$ cat src/rtl/fir_cfg_loader.sv
// fir_cfg_loader
// Holds one FIR configuration image written by the host and replays it as a
// single isConfig burst into the FIR control block, then waits for the
// acknowledge / completion handshake and reports ok, missing ACK or timeout.
module fir_cfg_loader #(
    parameter int FIR_CONFIG_DATA_WIDTH = 16,
    parameter int FILTER_MAX_ORDER      = 256,
    parameter int ADDR_WIDTH            = 10,
    parameter int TIMEOUT_CYCLES        = 1023
) (
    input  logic                             CLK,
    input  logic                             nRST,
    input  logic                             Cfg_Wr_En,
    input  logic [ADDR_WIDTH-1:0]            Cfg_Wr_Addr,
    input  logic [FIR_CONFIG_DATA_WIDTH-1:0] Cfg_Wr_Data,
    input  logic                             Cfg_Start,
    output logic                             Cfg_Busy,
    output logic                             Cfg_Done,
    output logic [1:0]                       Cfg_Err,
    output logic                             isConfig_Out,
    output logic [FIR_CONFIG_DATA_WIDTH-1:0] Data_Config_Out,
    input  logic                             isConfigACK_In,
    input  logic                             isConfigDone_In
);

    // Image length: coefficients, symmetry/control word, output scale (last).
    localparam int N   = FILTER_MAX_ORDER + 3;
    localparam int IW  = $clog2(N);
    localparam int AW1 = ADDR_WIDTH + 1;
    localparam int TW  = $clog2(TIMEOUT_CYCLES + 1);

    localparam logic [AW1-1:0] N_EXT    = AW1'(N);
    localparam logic [IW-1:0]  LAST_IDX = IW'(N - 1);
    localparam logic [IW-1:0]  ACK_IDX  = IW'(1);
    localparam logic [TW-1:0]  TO_LAST  = TW'(TIMEOUT_CYCLES - 1);

    localparam logic [1:0] ERR_OK     = 2'b00;
    localparam logic [1:0] ERR_NO_ACK = 2'b01;
    localparam logic [1:0] ERR_TMO    = 2'b10;

    typedef enum logic [2:0] {
        IDLE      = 3'd0,
        REQ       = 3'd1,
        STREAM    = 3'd2,
        WAIT_DONE = 3'd3,
        FINISH    = 3'd4
    } state_t;

    state_t                           state_r;
    state_t                           state_s;
    logic [IW-1:0]                    idx_r;
    logic [IW-1:0]                    idx_s;
    logic [TW-1:0]                    tmo_r;
    logic [TW-1:0]                    tmo_s;
    logic [1:0]                       err_s;
    logic                             load_s;
    logic                             wr_ok_s;
    logic [FIR_CONFIG_DATA_WIDTH-1:0] image_r [0:N-1];

    // Host writes land only while idle and inside the image.
    assign wr_ok_s = Cfg_Wr_En && ({1'b0, Cfg_Wr_Addr} < N_EXT) && !Cfg_Busy;

    // Image buffer: deliberately not reset so the image survives a reset.
    always_ff @(posedge CLK) begin
        if (wr_ok_s) begin
            image_r[Cfg_Wr_Addr[IW-1:0]] <= Cfg_Wr_Data;
        end
    end

    // Next-state, stream index, timeout counter and error code.
    always_comb begin
        state_s = state_r;
        idx_s   = idx_r;
        tmo_s   = tmo_r;
        err_s   = Cfg_Err;
        load_s  = 1'b0;
        case (state_r)
            IDLE: begin
                if (Cfg_Start) begin
                    state_s = REQ;
                    err_s   = ERR_OK;
                end else begin
                    state_s = IDLE;
                end
            end
            REQ: begin
                idx_s   = {IW{1'b0}};
                state_s = STREAM;
            end
            STREAM: begin
                // ACK must be visible at the end of the second stream cycle,
                // i.e. one cycle after FIR control sampled the request.
                if ((idx_r == ACK_IDX) && !isConfigACK_In) begin
                    err_s   = ERR_NO_ACK;
                    state_s = FINISH;
                end else begin
                    load_s = 1'b1;
                    if (idx_r == LAST_IDX) begin
                        tmo_s   = {TW{1'b0}};
                        state_s = WAIT_DONE;
                    end else begin
                        idx_s = idx_r + IW'(1);
                    end
                end
            end
            WAIT_DONE: begin
                if (isConfigDone_In) begin
                    state_s = FINISH;
                end else if (tmo_r == TO_LAST) begin
                    err_s   = ERR_TMO;
                    state_s = FINISH;
                end else begin
                    tmo_s = tmo_r + TW'(1);
                end
            end
            FINISH: begin
                state_s = IDLE;
            end
            default: begin
                state_s = IDLE;
            end
        endcase
    end

    // State, counters and all registered outputs.
    always_ff @(posedge CLK or negedge nRST) begin
        if (!nRST) begin
            state_r         <= IDLE;
            idx_r           <= {IW{1'b0}};
            tmo_r           <= {TW{1'b0}};
            Cfg_Busy        <= 1'b0;
            Cfg_Done        <= 1'b0;
            Cfg_Err         <= ERR_OK;
            isConfig_Out    <= 1'b0;
            Data_Config_Out <= {FIR_CONFIG_DATA_WIDTH{1'b0}};
        end else begin
            state_r      <= state_s;
            idx_r        <= idx_s;
            tmo_r        <= tmo_s;
            Cfg_Err      <= err_s;
            isConfig_Out <= (state_r == REQ);
            Cfg_Busy     <= (state_r == REQ) || (state_r == STREAM) || (state_r == WAIT_DONE);
            Cfg_Done     <= (state_s == FINISH) && (state_r != FINISH);
            if (load_s) begin
                Data_Config_Out <= image_r[idx_r];
            end else begin
                Data_Config_Out <= Data_Config_Out;
            end
        end
    end

endmodule

$ cat config.mk
export PLATFORM = sky130hd
export DESIGN_NAME = fir_cfg_loader
export DESIGN_NICKNAME = d
export VERILOG_FILES = /design/src/rtl/fir_cfg_loader.sv
export SDC_FILE = /design/constraint.sdc
export NUM_CORES = 2
export LEC_CHECK = 0
export CAP_MARGIN = 10
export CORE_UTILIZATION = 56
export CTS_BUF_LIST = sky130_fd_sc_hd__clkbuf_8
export CTS_CLUSTER_DIAMETER = 30
export DETAILED_ROUTE_END_ITERATION = 16
export PLACE_DENSITY = 0.74
export RECOVER_POWER = 50
export SYNTH_ARGS = -nofsm -noshare
export SYNTH_HDL_FRONTEND = slang
export SYNTH_MEMORY_MAX_BITS = 65536
export SYNTH_SLANG_ARGS = --single-unit
$ cat constraint.sdc
create_clock -name CLK -period 2.9 [get_ports CLK]
set_input_delay 0.58 -clock CLK [delete_from_list [all_inputs] [get_ports CLK]]
set_output_delay 0.58 -clock CLK [all_outputs]
set_load 0.03 [all_outputs]
==> flow_metrics.py <==
metrics = {
    "timing": {
        "tightest_slew_ns": 2.95,
        "fin_tns_setup_ns": -86.32,
        "worst_slack_ns": -0.572,
        "worst_hold_slack_ns": 0.479,
        "rsz0062_at_grt": "true",
        "fmax_mhz": 288,
        "slew_viol_final": 1021,
        "finalClockSkew_ns": 0.111,
        "final-hold-violation-count": 0,
        "finalSetupViolCount": 708,
        "max_slew_margin_pct": -96.9,
        "finalCriticalPeriod_ns": 3.47,
        "fin_crit_sh_pct": 120,
    },
    "routing": {
        "wl_met3_um": 72200,
        "vias": 90500,
        "wl_met1_um": 164000,
        "routedWlPerCell_um": 36.3,
        "ant_nets": 0,
        "route.detailed.drc": 0,
        "drtIter0Drc": 14200,
        "routed_wl_um": 493000,
        "via_per_inst": 6.67,
        "routed.top_layer": "met5",
        "met2RoutedLength_um": 225000,
        "first_pass_iters": 6,
    },
    "synthesis": {
        "syn_nets": 7446,
        "synth_seq_cells": 4187,
        "synth_edf_count": 4144,
        "ys_async_sr_fraction_pct": 1.03,
        "ys_types": 75,
        "yosysWarnings": 0,
        "ys_seq_area_share_pct": 77.7,
        "synth_area_mm2": 0.161,
        "synth_top_cell_area_share_pct": 77.1,
        "post_synth_inst_count": 7409,
        "yosys-top-cells-area": "edfxtp_1 77%, mux4_2 14%, mux2i_1 1.5%",
        "synth.avg_cell_area_um2": 21.8,
        "yosysTopAreaCell": "edfxtp_1",
        "ys.flop_type": "edfxtp_1",
    },
    "clocking": {
        "htree_levels": 6,
        "cts_tree": "yes",
        "clk_pin_slew_worst_paths_ns": 0.06,
        "clock-root-buffer": "clkbuf_8",
        "insertion_delay_ns": 1.29,
        "clk_path_buf_depth": 4,
        "numCtsBuffers": 711,
        "cts_sinks": 4187,
    },
    "worst_setup_path": {
        "end_kind": "flop",
        "r2r-end": "Data_Config_Out[0]",
        "cp.required_ns": 3.97,
        "r2r_start": "idx_r[0]",
        "cp-start-kind": "flop",
        "crit_type": "flop to flop",
        "crit_arrival_ns": 4.54,
        "critPathMaxFanout": 7,
        "reg2reg_depth": 10,
        "r2r_slack_ns": -0.57,
    },
    "global_route": {
        "grt_usage_pct": 33.6,
        "grt_pass1_vias": 90000,
        "grt-ovfl-total": 0,
        "antenna_found_initial": 29,
        "grt_max_degree": 101,
        "grt_pass1_wl_um": 678000,
    },
    "place": {
        "io_buffers": 52,
        "dpl_cell_area_mm2": 0.180,
        "gp_congestion": 1.03,
        "pre_cts_slack_ns": -1.13,
        "hpwl_um": 312000,
    },
    "floorplanning": {
        "io_pins": 53,
        "die_w_um": 539,
        "start_util_pct": 56.5,
        "core_mm2": 0.286,
        "num_rows": 196,
        "die_h_um": 539,
        "die_area_mm2": 0.290,
    },
    "finish": {
        "area_growth_pct": 22.1,
        "fill_cells": 16500,
        "drive_gt1_share_pct": 38.7,
        "multi_input_area_mm2": 0.0351,
        "finalInstanceArea_mm2": 0.197,
        "ff_latch_area_mm2": 0.126,
        "nNetsFinal": 9243,
    },
    "run_status": {
        "status": "finished, violations left",
        "failed_checks": "max-capacitance violations, max-slew violations, negative setup slack",
    },
    "pwr": {
        "peakVddDrop_mv": 0.548,
        "netSwitchingPower_mw": 48.2,
        "switching_share_pct": 29.4,
        "clock_power_share_pct": 33.9,
        "internal-power_mw": 116,
        "p_seq_share_pct": 41.0,
        "leakagePower_nw": 64.2,
        "p_per_area_mw_per_mm2": 832,
        "power.total_mw": 164,
        "comb_power_share_pct": 25.1,
    },
    "worst_hold_path": {
        "hold_end": "tmo_r[8]",
        "holdCritStartpoint": "tmo_r[8]",
        "worstHoldPathCells": 1,
        "hp-class": "flop to flop",
    },
    "job": {
        "maxCapViolations": 18,
    },
}
[cell usage after synthesis (13+ instances only)]
cell	instances
a221oi_1	44
buf_1	30
or3_1	13
a32oi_1	22
nand4_1	13
a2111oi_0	15
nor3_1	60
mux2i_1	245
mux2_2	23
buf_4	85
mux4_2	1017
nor2b_1	21
buf_6	22
nor2_1	387
o221ai_1	30
a21oi_1	115
o22ai_1	48
buf_2	144
nor4_1	16
a22oi_1	59
o21ai_0	77
a211oi_1	23
nand3_1	72
edfxtp_1	4144
a22o_1	14
a31oi_1	19
dfrtp_1	43
nand2_1	297
and3_1	14
clkbuf_1	143
[timing repair]
action / 4_1_cts / 5_1_grt
endpoints found under the hold margin: 915 / 0
cloned: 12 / 4
pin swaps: 19 / 41
setup buffers: 32 / 79
resized for setup: 150 / 143
hold buffers: 20 / 0
endpoints found under the setup margin: 49 / 26
[flip-flops by register name, summed over array words and instances, names as in the netlist]
signal           cells
isConfig_Out         1
idx_r                9
Cfg_Err              2
Cfg_Busy             1
Data_Config_Out     16
Cfg_Done             1
image_r           4144
tmo_r               10
state_r              3
[cell type report]
class	count	share of cell area [%]
diodes	24	0.0305
clock buffers	711	4.97
clock inverters	578	2.62
inverters	8	0.0222
multi-input cells	2788	17.8
flip-flops and latches	4187	63.7
well taps	3762	2.39
repair buffers	1510	8.48
[per-stage QoR]
step | util (%) | cells
6_report | 68.9 | 13600
2_1_floorplan | - | 7409
3_5_place_dp | 63.0 | 12100
4_1_cts | 68.7 | 13500
3_3_place_gp | 63.0 | 12100
5_1_grt | 68.9 | 13500
[worst max path at each step]
stage	from	end	cells after the start
2_1_floorplan	Cfg_Wr_Addr[8]	image_r[113][0]	6
3_3_place_gp	idx_r[0]	Data_Config_Out[0]	10
3_5_place_dp	idx_r[0]	Data_Config_Out[0]	10
4_1_cts	idx_r[0]	Data_Config_Out[10]	11
5_1_grt	idx_r[0]	Data_Config_Out[0]	10
6_report	idx_r[0]	Data_Config_Out[0]	10
[per-layer routing]
metal	vias to the layer above	global-route usage, %
met1	46500	44.1
met5	-	0
met3	1430	10.1
met2	7552	50.9
met4	20	18.2
li1	35000	-
[critical path, stage by stage, from the launching register on]
cell and delay [ns]:
dfrtp_4 0.51, buf_8 0.17, buf_12 0.16, buf_12 0.15, buf_16 0.13, mux4_2 0.52
mux4_2 0.60, nand2_1 0.11, o211ai_1 0.22, nor4_4 0.53, a21oi_1 0.14
[logic make-up (layout without fill, tap and decap cells)]
family                     Yosys count  in the layout  synth area share (%)
AOI/OAI and AO/OA                  543            543                  2.34
xor gates and xnor gates             6              6                0.0326
DFF                               4187           4187                  77.7
other                                0             24                     0
buffers and inverters              434           2807                  1.44
and+or+nand+nor                    949            949                  2.54
muxes                             1285           1285                  15.9
adders and majority gates            5              5                0.0388
[power by group through the flow]
stage          registers (mW)  clock network (mW)  logic [mW]
3_5_place_dp             68.5                   0        37.3
5_1_grt                  67.2                58.3        42.0
2_1_floorplan            68.4                   0        20.0
4_1_cts                  67.2                55.7        39.1
3_3_place_gp             68.5                   0        36.9
6_report                 67.3                55.5        41.2
[layout by cell type, fill, tap and decap left out, types with 28 or more instances in the layout]
| cell | instances |
|---|---|
| a21oi_1 | 98 |
| a221oi_1 | 28 |
| a22oi_1 | 50 |
| buf_12 | 366 |
| buf_4 | 912 |
| buf_6 | 38 |
| bufinv_16 | 69 |
| clkbuf_1 | 36 |
| clkbuf_2 | 44 |
| clkbuf_8 | 711 |
| clkinv_1 | 138 |
| clkinv_2 | 92 |
| clkinvlp_4 | 33 |
| dfrtp_1 | 32 |
| edfxtp_1 | 4144 |
| inv_1 | 163 |
| mux2i_1 | 234 |
| mux4_2 | 1017 |
| nand2_1 | 287 |
| nand3_1 | 67 |
| nor2_1 | 232 |
| nor2_2 | 129 |
| nor3_1 | 45 |
| o21ai_0 | 64 |
| o22ai_1 | 45 |
(Power assumes the default switching activity.)
